**src/rtl/sd_spi_responder.sv**
```systemverilog
// SPI-mode SDHC card emulator: decodes commands on sdMOSI, answers on sdMISO, maps blocks onto a byte memory.
// Response bytes lag the command by one fill byte; the initiator paces everything via sdSCLK, so nothing stalls here.
module sd_spi_responder #(
  parameter int BLK_BITS   = 12,
  parameter int INIT_POLLS = 3,
  parameter int READ_WAIT  = 4,
  parameter int BUSY_BYTES = 6
) (
  input  logic                clk,
  input  logic                reset,
  input  logic                sdSCLK,
  input  logic                sdMOSI,
  input  logic                sdCS,
  output logic                sdMISO,
  output logic [BLK_BITS+8:0] mem_addr,
  input  logic [7:0]          mem_rdata,
  output logic [7:0]          mem_wdata,
  output logic                mem_we,
  output logic                card_idle
);

  typedef enum logic [3:0] {
    CMD_WAIT, CMD_RX, RESP, RD_WAIT, RD_DATA, RD_CRC, WR_TOKEN, WR_DATA, WR_CRC, WR_BUSY
  } state_t;

  state_t              state_q, state_d, post_q, post_d;
  logic [2:0]          sclk_q;
  logic [1:0]          mosi_q, cs_q;
  logic [2:0]          bit_q, bit_d;
  logic [6:0]          rx_q, rx_d;
  logic [7:0]          tx_q, tx_d, next_q, next_d;
  logic                load_q, load_d, from_mem_q, from_mem_d, miso_q, miso_d;
  logic [7:0]          cnt_q, cnt_d;
  logic [5:0]          cmd_q, cmd_d;
  logic [BLK_BITS-1:0] arg_q, arg_d;
  logic [39:0]         resp_q, resp_d;
  logic [2:0]          left_q, left_d;
  logic [8:0]          idx_q, idx_d;
  logic [7:0]          polls_q, polls_d;
  logic                app_q, app_d, idle_q, idle_d, we_q, we_d;
  logic [BLK_BITS+8:0] addr_q, addr_d;
  logic [7:0]          wdata_q, wdata_d;
  logic                rise, fall;
  logic [7:0]          rx_byte, tx_byte, r1;
  logic [31:0]         trail;

  assign rise    = sclk_q[1] & ~sclk_q[2];
  assign fall    = ~sclk_q[1] & sclk_q[2];
  assign rx_byte = {rx_q, mosi_q[1]};
  // Data bytes come straight off the memory port; the address was issued at the preceding rising-edge byte boundary.
  assign tx_byte = from_mem_q ? mem_rdata : next_q;

  always_ff @(posedge clk) begin
    if (reset) begin
      sclk_q <= 3'b000; mosi_q <= 2'b00; cs_q <= 2'b11;
      state_q <= CMD_WAIT; post_q <= CMD_WAIT; bit_q <= 3'd0; rx_q <= 7'd0;
      tx_q <= 8'hFF; next_q <= 8'hFF; load_q <= 1'b0; from_mem_q <= 1'b0; miso_q <= 1'b1;
      cnt_q <= 8'd0; cmd_q <= 6'd0; arg_q <= '0; resp_q <= 40'd0; left_q <= 3'd0;
      idx_q <= 9'd0; polls_q <= 8'd0; app_q <= 1'b0; idle_q <= 1'b1; we_q <= 1'b0;
      addr_q <= '0; wdata_q <= 8'd0;
    end else begin
      sclk_q <= {sclk_q[1:0], sdSCLK}; mosi_q <= {mosi_q[0], sdMOSI}; cs_q <= {cs_q[0], sdCS};
      state_q <= state_d; post_q <= post_d; bit_q <= bit_d; rx_q <= rx_d;
      tx_q <= tx_d; next_q <= next_d; load_q <= load_d; from_mem_q <= from_mem_d; miso_q <= miso_d;
      cnt_q <= cnt_d; cmd_q <= cmd_d; arg_q <= arg_d; resp_q <= resp_d; left_q <= left_d;
      idx_q <= idx_d; polls_q <= polls_d; app_q <= app_d; idle_q <= idle_d; we_q <= we_d;
      addr_q <= addr_d; wdata_q <= wdata_d;
    end
  end

  always_comb begin
    state_d = state_q; post_d = post_q; bit_d = bit_q; rx_d = rx_q;
    tx_d = tx_q; next_d = next_q; load_d = load_q; from_mem_d = from_mem_q; miso_d = miso_q;
    cnt_d = cnt_q; cmd_d = cmd_q; arg_d = arg_q; resp_d = resp_q; left_d = left_q;
    idx_d = idx_q; polls_d = polls_q; app_d = app_q; idle_d = idle_q; we_d = 1'b0;
    addr_d = addr_q; wdata_d = wdata_q; r1 = 8'h00; trail = 32'h0;
    if (cs_q[1]) begin
      bit_d = 3'd0; state_d = CMD_WAIT; load_d = 1'b0; from_mem_d = 1'b0; tx_d = 8'hFF; miso_d = 1'b1;
    end else begin
      if (fall) begin
        if (load_q) begin
          miso_d = tx_byte[7]; tx_d = {tx_byte[6:0], 1'b1}; load_d = 1'b0;
        end else begin
          miso_d = tx_q[7]; tx_d = {tx_q[6:0], 1'b1};
        end
      end
      if (rise) begin
        rx_d  = rx_byte[6:0];
        bit_d = bit_q + 3'd1;
        if (bit_q == 3'd7) begin
          load_d = 1'b1; next_d = 8'hFF; from_mem_d = 1'b0;
          case (state_q)
            CMD_WAIT: if (rx_byte[7:6] == 2'b01) begin
              cmd_d = rx_byte[5:0]; cnt_d = 8'd1; state_d = CMD_RX;
            end
            CMD_RX: begin
              cnt_d = cnt_q + 8'd1;
              // Only the low BLK_BITS of the argument matter (BLK_BITS >= 9 assumed).
              if (cnt_q != 8'd5) arg_d = {arg_q[BLK_BITS-9:0], rx_byte};
              else begin
                r1 = {5'b0, 1'b1, 1'b0, idle_q};
                left_d = 3'd1; post_d = CMD_WAIT; app_d = 1'b0; state_d = RESP;
                case (cmd_q)
                  6'd0:  begin r1 = 8'h01; idle_d = 1'b1; polls_d = 8'd0; end
                  6'd8:  begin r1 = 8'h01; trail = {24'h000001, arg_q[7:0]}; left_d = 3'd5; end
                  6'd16: r1 = {7'b0, idle_q};
                  6'd17: if (!idle_q) begin r1 = 8'h00; post_d = RD_WAIT; end
                  6'd24: if (!idle_q) begin r1 = 8'h00; post_d = WR_TOKEN; end
                  6'd41: if (app_q) begin
                    if (polls_q < 8'(INIT_POLLS)) begin r1 = 8'h01; polls_d = polls_q + 8'd1; end
                    else begin r1 = 8'h00; idle_d = 1'b0; end
                  end
                  6'd55: begin r1 = {7'b0, idle_q}; app_d = 1'b1; end
                  6'd58: begin r1 = {7'b0, idle_q}; trail = 32'hC0FF8000; left_d = 3'd5; end
                  default: ;
                endcase
                resp_d = {r1, trail};
              end
            end
            RESP: begin
              next_d = resp_q[39:32]; resp_d = {resp_q[31:0], 8'h00}; left_d = left_q - 3'd1;
              if (left_q == 3'd1) begin state_d = post_q; cnt_d = 8'd0; end
            end
            RD_WAIT: if (cnt_q < 8'(READ_WAIT)) cnt_d = cnt_q + 8'd1;
                     else begin next_d = 8'hFE; idx_d = 9'd0; state_d = RD_DATA; end
            RD_DATA: begin
              addr_d = {arg_q, idx_q}; from_mem_d = 1'b1; idx_d = idx_q + 9'd1;
              if (idx_q == 9'd511) begin state_d = RD_CRC; cnt_d = 8'd0; end
            end
            RD_CRC: begin
              next_d = 8'h00; cnt_d = cnt_q + 8'd1;
              if (cnt_q == 8'd1) state_d = CMD_WAIT;
            end
            WR_TOKEN: if (rx_byte == 8'hFE) begin idx_d = 9'd0; state_d = WR_DATA; end
            WR_DATA: begin
              addr_d = {arg_q, idx_q}; wdata_d = rx_byte; we_d = 1'b1; idx_d = idx_q + 9'd1;
              if (idx_q == 9'd511) begin state_d = WR_CRC; cnt_d = 8'd0; end
            end
            WR_CRC: begin
              cnt_d = cnt_q + 8'd1;
              if (cnt_q == 8'd1) begin next_d = 8'h05; cnt_d = 8'd0; state_d = WR_BUSY; end
            end
            WR_BUSY: if (cnt_q < 8'(BUSY_BYTES)) begin next_d = 8'h00; cnt_d = cnt_q + 8'd1; end
                     else state_d = CMD_WAIT;
            default: state_d = CMD_WAIT;
          endcase
        end
      end
    end
  end

  assign sdMISO    = miso_q;
  assign mem_addr  = addr_q;
  assign mem_wdata = wdata_q;
  assign mem_we    = we_q;
  assign card_idle = idle_q;

endmodule
```
**config.mk**
```make
export PLATFORM = sky130hd
export DESIGN_NAME = sd_spi_responder
export DESIGN_NICKNAME = d
export VERILOG_FILES = /design/src/rtl/sd_spi_responder.sv
export SDC_FILE = /design/constraint.sdc
export NUM_CORES = 1
export LEC_CHECK = 0
export ABC_AREA = 0
export CAP_MARGIN = 10
export CORE_MARGIN = 2
export CORE_UTILIZATION = 25
export CTS_CLUSTER_SIZE = 40
export DETAILED_ROUTE_END_ITERATION = 8
export PLACE_DENSITY_LB_ADDON = 0.1
export RECOVER_POWER = 100
export SKIP_LAST_GASP = 1
export SLEW_MARGIN = 20
export SYNTH_ARGS = -nofsm -noshare
export SYNTH_HDL_FRONTEND = slang
export SYNTH_SLANG_ARGS = --single-unit
```
**constraint.sdc**
```tcl
create_clock -name clk -period 6.2 [get_ports clk]
set_input_delay 1.86 -clock clk [delete_from_list [all_inputs] [get_ports clk]]
set_output_delay 1.86 -clock clk [all_outputs]
set_load 0.02 [all_outputs]
```
After elaboration in Yosys (flattened, before gate mapping):

Index checks and enable logic that the tools add are counted.

* register bits after elaboration: 162
* bits of input ports: 13
* output and inout port bits: 32
* word-level logic and storage cells: 160

* $add $sub $neg: 5
* $lt $le $gt $ge: 3
* equality and inequality tests: 39
* multiplexer cells: 53
* bitwise gates (word level): 8
* reductions and logical operators: 28

Operators by type and width (count)
* $mux W8: 12
* $pmux W40 S2: 1
* $pmux W32 S2: 1
* $pmux W8 S7: 1
* $mux W4: 10
* $mux W40: 1
* $pmux W4 S10: 1
* $pmux W8 S5: 1
* $ne A2 B2 Y1 const B: 15
* $pmux W9 S3: 1
* $reduce_and A5 Y1: 4
* $eq A6 B5 Y1 const B: 3
* $eq A6 B6 Y1 const B: 3
* $mux W9: 2
* $add A8 B1 Y8 const B: 2
* $eq A4 B3 Y1 const B: 4
* $lt A8 B3 Y1 const B: 2
* $pmux W8 S2: 1
* $reduce_and A8 Y1: 2
* $mux W3: 5
* $pmux W3 S2: 2
* $pmux W3 S4: 1
* $reduce_and A12 Y1: 1
* $reduce_or A2 Y1: 6
* other kinds (33): 54

Longest topological paths before layout:

Gate-level depths: netlist (run 1).

* depth after elaboration: 6
* mapped depth: 9
* depth with buffers taken out: 7

Worst setup path after synthesis (run 1):

OpenSTA, ideal clock, no wires.

* kind: input to register
* start: input reset
* end: register arg_q[10]
* setup time: 0.128 ns
* arrival: 2.759 ns
* data required time: 6.072 ns
* slack: 3.314 ns
* stages on the path: 4
* buffers on the path: 3
* cell sequence: clkbuf_1 -> buf_1 -> buf_1 -> nor2_1

RTL lines
* start: declaration: RTL line 10 `input logic reset,`
* end signal: assignment: RTL line 65 `cnt_q <= cnt_d; cmd_q <= cmd_d; arg_q <= arg_d; resp_q <= resp_d; left_q <= left_d;`
* end: declaration: RTL line 35 `logic [BLK_BITS-1:0] arg_q, arg_d;`

No word-level cell between the ends.

Final worst setup path (run 1):

* start: register state_q[1]
* end: register resp_q[30]

* longest elaborated chain between the ends: 3
* elaborated cells on any way between the ends: 6
* those cells by class: 3 x eq/ne; 1 x mux; 2 x reduce/logical

Ends and longest elaborated chain
* start: declaration: RTL line 26 `state_t state_q, state_d, post_q, post_d;`
* start signal: assignment: RTL line 63 `state_q <= state_d; post_q <= post_d; bit_q <= bit_d; rx_q <= rx_d;`
* $eq A4 B1 Y1 or $eq A4 B2 Y1 (tied branches): RTL line 92 `case (state_q)`
* $ne A2 B2 Y1 (no line) or $reduce_bool A2 Y1 (tied branches)
* $reduce_and A5 Y1 (no line)
* end signal: assignment: RTL line 65
* end: declaration: RTL line 36 `logic [39:0] resp_q, resp_d;`

Several ways; a longest one is shown, not always the timed one.
A chain may end at the register's enable or synchronous reset.

==> results of run 1 <==
[power by group through the flow]
stage | registers (mW) | clock network [mW] | logic (mW)
floorplan | 1.05 | 0 | 0.0207
global placement | 1.06 | 0 | 0.0369
detailed placement | 1.06 | 0 | 0.0362
CTS | 1.03 | 1.10 | 0.0364
global route | 1.03 | 1.13 | 0.0386
finish | 1.03 | 1.07 | 0.0351
[Yosys cell counts (6+ instances only)]
cell	instances	share of area, %
a211oi_1	25	2.6
mux2i_1	47	6.5
nand2b_1	12	1.0
nor2b_1	19	1.6
inv_1	10	0.52
o22ai_1	6	0.52
nor3b_1	8	0.83
ha_1	9	1.6
clkbuf_1	38	2.0
or3_1	10	0.87
o21ai_0	13	0.90
a2bb2oi_1	19	2.3
or2_2	7	0.61
nand4_1	11	0.95
buf_1	9	0.47
a21oi_1	70	4.9
nand2_1	119	6.2
nand3_1	27	1.9
a31oi_1	7	0.61
nor2_1	110	5.7
buf_2	13	0.90
nor3_1	22	1.5
dfxtp_1	160	44
[cells in the final DEF, fill, tap and decap left out, types with 11 or more instances in the layout]
master,count
dfxtp_1,160
nand2_1,119
nor2_1,109
a21oi_1,70
mux2i_1,47
dlygate4sd3_1,32
nand3_1,28
a211oi_1,25
nor3_1,22
nor2b_1,19
a2bb2oi_1,19
clkbuf_16,17
o21ai_0,13
nand2b_1,12
nand4_1,11
clkdlybuf4s50_1,11
[worst max-delay path by stage]
stage | from | to | slack [ns] | depth (start not counted)
2_1_floorplan | reset | arg_q[10] | 3.31 | 4
3_3_place_gp | reset | next_q[4] | 2.35 | 5
3_5_place_dp | reset | next_q[3] | 2.37 | 5
4_1_cts | card_idle | card_idle | 2.67 | 1
5_1_grt | state_q[1] | resp_q[30] | 1.31 | 6
6_report | state_q[1] | resp_q[30] | 1.79 | 6
[flip-flops by register name (all words and copies together), names as in the netlist, 2 cells and up]
name and count:
resp_q 40, mem_addr 21, arg_q 12, idx_q 9
cnt_q 8, mem_wdata 8, next_q 8, polls_q 8
rx_q 7, tx_q 7, cmd_q 6, state_q 4
bit_q 3, left_q 3, post_q 3, sclk_q 3
cs_q 2, mosi_q 2
[critical path, cell delays in order (launching register included)]
cell	delay, ns
dfxtp_1	0.77
nor4b_1	0.32
clkbuf_1	1.02
nand2_1	0.97
o21a_1	0.66
a211oi_1	0.39
nor3_1	0.07
[cell families (layout without fill, tap and decap cells)]
logic type,after synthesis,after routing,synth area share (%)
adders and majority gates,10,10,1.698
xor gates and xnor gates,3,3,0.3638
muxes,48,48,6.669
buffers and inverters,73,92,4.227
DFF,160,160,44.34
AOI/OAI and AO/OA,180,180,16.68
and+or+nand+nor,386,386,26.02
[per-stage QoR]
stage | utilization (%) | std cells | power [mW]
6_report | 29.78 | 1263 | 2.133
5_1_grt | 29.78 | 1263 | 2.204
4_1_cts | 29.84 | 1263 | 2.168
3_5_place_dp | 27.81 | 1231 | 1.091
3_3_place_gp | 27.81 | 1231 | 1.092
2_1_floorplan | - | 860 | 1.075
[metal layers]
metal	share of wire, %	GRT usage, %	vias to the layer above
li1	-	-	3086
met1	51	19.60	2812
met2	44	20.95	118
met3	3.9	2.734	11
met4	0.87	3.746	0
met5	0	0	-
[area by class of cell]
cell class / count / share of cell area, %
multi-input combinational: 627 / 43.78
sequential: 160 / 37.67
tap: 384 / 5.651
timing repair buffer: 50 / 5.607
clock buffer: 18 / 5.166
clock inverter: 14 / 1.678
inverter: 10 / 0.4415
==> impl_metrics.ini, run 1 <==
[run_status]
status = finished with violations
failed_checks = max-capacitance violations, max-slew violations

[grt]
grt_pass1_vias = 5717
grt_antenna_before_repair = 0
overflow = 0
grt_max_degree = 88
grt.total_usage_pct = 13.72
grt_pass1_wl_um = 33180

[clock_network]
cts_resized = 0
path_clk_slew_ns = 0.07
cts_sinks = 160
cts_root_buf = clkbuf_16
cts_buffer_depth = 2
numCtsBuffers = 17
cts_tree = done
post_cts_buffers = 0
clkLatencyLatePin_ns = 0.44
holdBufCountCts = 0
htree_levels = 4

[power]
p_sw_mw = 0.5161
seq_power_share_pct = 48.3
cellPowerDensity_nw_per_um2 = 250.9
combPwrFrac_pct = 1.6
p_sw_share_pct = 24.19
power_frac_clock_pct = 50.0
p_leak_nw = 2.882
vdd_drop_max_mv = 0.1455
internal_power_mw = 1.617

[sta]
post-route-period-util_pct = 71.15
tightest_slew_ns = 2.012
finalSetupViolations = 0
hold_ws_ns = 0.4452
hold_viol = 0
clock_skew_ns = 0.02241
fin_setup_tns_ns = 0
rsz0062_at_grt = no
setup_slack_ns = 1.789
fin_crit_ns = 4.411
relSlewSlack_pct = -34.14
final_max_slew_viol_count = 109
fmax_ghz = 0.2267

[floorplan]
ios = 45
core-area_um2 = 28550
die_y_um = 174.0
die_w_um = 174.0
row_count = 62
initial_core_util_pct = 25.30
die_area_um2 = 30270

[routing]
finalWirelength_um = 20270
drt_iter0_markers = 292
via_per_inst = 4.772
drcViolationCount = 0
num_vias = 6027
first_pass_iters = 5
antenna_left = 0
wl_per_cell_um = 16.05

[synthesis]
syn_nets = 882
synth_cell_types = 63
yosysSeqAreaShare_pct = 44.34
ys_seq_elements = 160
synth-main-ff-cell = dfxtp_1
synthCells = 860
async_flop_share_pct = 0
synth_area_um2 = 7223
synth_edf_count = 0
ys_warn_count = 0
synth_area_per_cell_um2 = 8.399

[placed_design]
portBuffers = 44
place_ws_ns = 2.368
globalplace.congestion = 0.7377
dp_hpwl_um = 13090
placed_area_um2 = 7938

[final_layout]
multiInputGateArea_um2 = 3722
final_cell_area_um2 = 8502
drive_gt1_share_pct = 6.257
regArea_um2 = 3203
n_antenna_cell = 0
finish.net_count = 888
syn_to_final_growth_pct = 17.70
fillers = 3103

[min_path]
holdPathStages = 1
holdPathEnd = cs_q[1]
holdCritStartpoint = cs_q[0]
hold_path_class = reg2reg

[worst_setup_path]
worst_r2r_startpoint = state_q[1]
crit_path_start_kind = flop
cp.arrival_ns = 4.65
r2r_cells = 6
criticalPathCategory = reg2reg
regToRegSetupSlack_ns = 1.79
worstSetupEndpointType = flop
worstPathRequired_ns = 6.43
crit_fanout = 26
r2r_end = resp_q[30]

[flow_run]
drv_cap = 2
No activity file was read; power rests on OpenSTA's default activity.
==> inputs of run 2 (changes only) <==
- clock period: 6.2 -> 3.5 ns (I/O delays scaled with it)
==> impl_metrics.ini, run 2 (same netlist as run 1, synthesis figures left out) <==
[grt]
grt_max_degree = 110
grt_pass1_vias = 5965
grt_antenna_before_repair = 0
grt_pass1_wl_um = 33240
grt.total_usage_pct = 13.66
overflow = 0

[run_status]
status = completed

[power]
internal_power_mw = 2.834
p_total_mw = 3.720
cellPowerDensity_nw_per_um2 = 435.0
combPwrFrac_pct = 1.6
p_leak_nw = 2.936
p_sw_share_pct = 23.81
p_sw_mw = 0.8858
seq_power_share_pct = 49.1
vdd_drop_max_mv = 0.2731
power_frac_clock_pct = 49.3

[final_layout]
layout.cells.non_filler = 1277
fillers = 3090
n_antenna_cell = 0
drive_gt1_share_pct = 7.167
syn_to_final_growth_pct = 18.38
layout_commonest_cell = dfxtp_1
final_cell_area_um2 = 8551
finish.net_count = 902
largest_reg_flops = 40
final_cell_mix = dfxtp_1 (160), nand2_1 (119), nor2_1 (110)
regMostFlops = resp_q

[sta]
hold_viol = 0
fin_setup_tns_ns = 0
fmax_ghz = 0.3404
rsz0062_at_grt = no
fin_crit_ns = 2.938
final_max_slew_viol_count = 0
tightest_slew_ns = 1.313
setup_slack_ns = 0.5623
relSlewSlack_pct = 12.45
post-route-period-util_pct = 83.93
finalSetupViolations = 0
clock_skew_ns = 0.02405

[floorplan]
die_y_um = 174.0
row_count = 62
die_w_um = 174.0
initial_core_util_pct = 25.30
die_area_um2 = 30270
core-area_um2 = 28550
ios = 45

[placed_design]
placed_area_um2 = 8045
place_ws_ns = 0.8273
globalplace.congestion = 0.7370
dp_hpwl_um = 13280
placedCellCount = 1245
portBuffers = 44

[clock_network]
path_clk_slew_ns = 0.07
htree_levels = 4
cts_tree = done
holdBufCountCts = 0
cts_root_buf = clkbuf_16
post_cts_buffers = 0
clkLatencyLatePin_ns = 0.43
cts_sinks = 160
numCtsBuffers = 17
cts_buffer_depth = 2
cts_resized = 0

[min_path]
holdPathStages = 1
holdPathEnd = cs_q[1]
holdCritStartpoint = cs_q[0]
hold_path_class = reg2reg

[worst_setup_path]
regToRegSetupSlack_ns = 0.56
cp_common_cell = a21oi_1
crit_fanout = 25
worst_r2r_startpoint = state_q[3]
slowest_delay_ns = 0.79
slowest_stage = dfxtp_1
worstSetupEndpointType = flop
cp.arrival_ns = 3.28
worstPathRequired_ns = 3.84
r2r_end = state_q[3]
worstPathCellList = nor4b_1 > clkbuf_2 > a21oi_1 > o211ai_1 > or4_1 > a21oi_1
r2r_cells = 6
criticalPathCategory = reg2reg
crit_path_start_kind = flop

[routing]
first_pass_iters = 5
finalWirelength_um = 20300
num_vias = 5977
via_per_inst = 4.681
antenna_left = 0
wl_per_cell_um = 15.89
drcViolationCount = 0
drt_iter0_markers = 284

[flow_run]
drv_cap = 0
[run 2: final cells by class]
class                   instances  area (µm²)  share of cell area [%]
flip-flops and latches        160        3203                   37.46
multi-input cells             627        3701                   43.28
clock inverters                14       130.1                   1.522
clock buffers                  18       429.2                   5.019
well taps                     384       480.5                   5.619
inverters                      10       37.54                  0.4390
repair buffers                 64       569.3                   6.658
[run 2: worst max path at each step]
stage / endpoint / slack [ns] / from
CTS: card_idle / 0.79 / card_idle
floorplan: arg_q[10] / 1.26 / bit_q[0]
global placement: state_q[3] / 0.75 / state_q[3]
finish: state_q[3] / 0.56 / state_q[3]
detailed placement: state_q[3] / 0.83 / state_q[3]
global route: state_q[3] / 0.30 / state_q[3]
[run 2: power by group through the flow]
stage	Clock, mW	Sequential, mW	Combinational (mW)
floorplan	0	1.87	0.0366
global placement	0	1.87	0.0682
detailed placement	0	1.87	0.0669
CTS	1.90	1.83	0.0673
global route	1.97	1.83	0.0663
finish	1.83	1.83	0.0601
[run 2: stage by stage]
step | hold WS, ns | utilization, %
final | 0.4407 | 29.95
after global routing | 0.4430 | 29.95
after CTS | 0.4343 | 30.14
after detailed placement | 0.3967 | 28.18
after global placement | 0.4215 | 28.18
after floorplan | 0.3895 | -
[run 2: critical path, delay by kind of cell (launching register included)]
kind                   cells  cell delay (ns)
AND/OR/NAND/NOR            2             0.77
AO/OA/AOI/OAI              3             0.90
buffers and inverters      1             0.41
flip-flops                 1             0.79
[run 2: per-layer routing]
layer	vias to the layer above	wire length (µm)	global-route usage, %
met5	-	0	0
met4	0	183	3.887
met3	9	500	2.668
met2	70	9099	21.40
met1	2795	10510	19.05
li1	3103	-	-
==> inputs of run 3 (changes only) <==
- clock period: 3.5 -> 2.45 ns (I/O delays scaled with it)
==> impl_metrics.ini, run 3 (same netlist as run 1, synthesis figures left out) <==
[run_status]
status = completed

[routing]
drt_iter0_markers = 290
wl_per_cell_um = 15.80
via_per_inst = 4.732
drcViolationCount = 0
finalWirelength_um = 20650
first_pass_iters = 4
num_vias = 6185
antenna_left = 0

[sta]
finalSetupViolations = 0
hold_viol = 0
rsz0062_at_grt = no
post-route-period-util_pct = 94.15
relSlewSlack_pct = 39.59
fin_setup_tns_ns = 0
hold_ws_ns = 0.4213
final_max_slew_viol_count = 0
fmax_ghz = 0.4335
fin_crit_ns = 2.307
tightest_slew_ns = 0.9061
clock_skew_ns = 0.01042

[clock_network]
cts_buffer_depth = 2
cts_tree = done
numCtsBuffers = 17
cts_root_buf = clkbuf_16
path_clk_slew_ns = 0.07
clkLatencyLatePin_ns = 0.42
post_cts_buffers = 0
cts_sinks = 160
htree_levels = 4

[worst_setup_path]
r2r_cells = 7
crit_fanout = 17
crit_path_start_kind = flop
cp.arrival_ns = 2.59
worstPathRequired_ns = 2.73
worstSetupEndpointType = flop
criticalPathCategory = reg2reg

[grt]
grt_max_degree = 87
overflow = 0
grt.total_usage_pct = 14.15
grt_pass1_vias = 6184
grt_antenna_before_repair = 0
grt_pass1_wl_um = 34430

[floorplan]
row_count = 62
die_y_um = 174.0
core-area_um2 = 28550
initial_core_util_pct = 25.30
die_w_um = 174.0
die_area_um2 = 30270
ios = 45

[final_layout]
layout_commonest_cell = dfxtp_1
regMostFlops = resp_q
n_antenna_cell = 0
final_util_pct = 31.27
largest_reg_flops = 40
drive_gt1_share_pct = 10.73
finish.net_count = 935
final_cell_mix = dfxtp_1 (160), nand2_1 (119), nor2_1 (109)
syn_to_final_growth_pct = 23.59

[power]
cellPowerDensity_nw_per_um2 = 596.8
vdd_drop_max_mv = 0.3124
p_leak_nw = 3.132

[min_path]
hold_path_class = reg2reg
holdPathStages = 1

[placed_design]
dp_hpwl_um = 14260
globalplace.congestion = 0.7418
portBuffers = 44

[flow_run]
drv_cap = 0
run 3: final cells by class:
class / instances / area, µm²
repair buffers: 97 / 889.6
multi-input cells: 627 / 3760
fillers: 3110 / 19620
inverters: 10 / 37.54
flip-flops and latches: 160 / 3203
clock inverters: 9 / 110.1
clock buffers: 20 / 446.7
well taps: 384 / 480.5
run 3: worst paths after layout:
path	start	end	slack (ns)
min	cs_q[0]	cs_q[1]	0.42
max	state_q[1]	left_q[2]	0.14
min reg2reg	cs_q[0]	cs_q[1]	0.42
max reg2reg	state_q[1]	left_q[2]	0.14
run 3: critical path: stages (launching register included):
cell and delay, ns:
dfxtp_1 0.53, nor4b_4 0.31, buf_4 0.25, clkbuf_2 0.38, nor3_1 0.11, clkbuf_4 0.22
o31ai_1 0.26, a21oi_1 0.09
run 3: repair_timing:
action / CTS / global route
hold buffers: 0 / 0
gates resized for setup: 0 / 6
endpoints found under the setup margin: 0 / 62
endpoints found under the hold margin: 0 / 0
run 3: metal layers:
layer	vias to the layer above	track usage (%)	wire length, µm
li1	3169	-	-
met1	2916	19.74	10680
met3	10	2.603	478
met4	0	3.361	157
met5	-	0	0
met2	90	22.61	9339
run 3: power breakdown:
group	internal [mW]	switching (mW)	leakage, nW
Clock	1.52	1.11	0.265
Sequential	2.61	0.00565	1.29
Combinational	0.0332	0.0611	1.58
Total	4.15	1.17	3.13
run 3: per-stage QoR:
| stage | std cells | power (mW) | setup slack, ns | instance area (µm²) |
|---|---|---|---|---|
| after floorplan | 860 | 2.720 | 0.2119 | 7223 |
| after global placement | 1278 | 2.770 | 0.07537 | 8368 |
| after detailed placement | 1278 | 2.769 | 0.03544 | 8368 |
| after CTS | 1307 | 5.424 | 0.007484 | 8925 |
| after global routing | 1307 | 5.523 | 0.01757 | 8927 |
| final | 1307 | 5.328 | 0.1433 | 8927 |
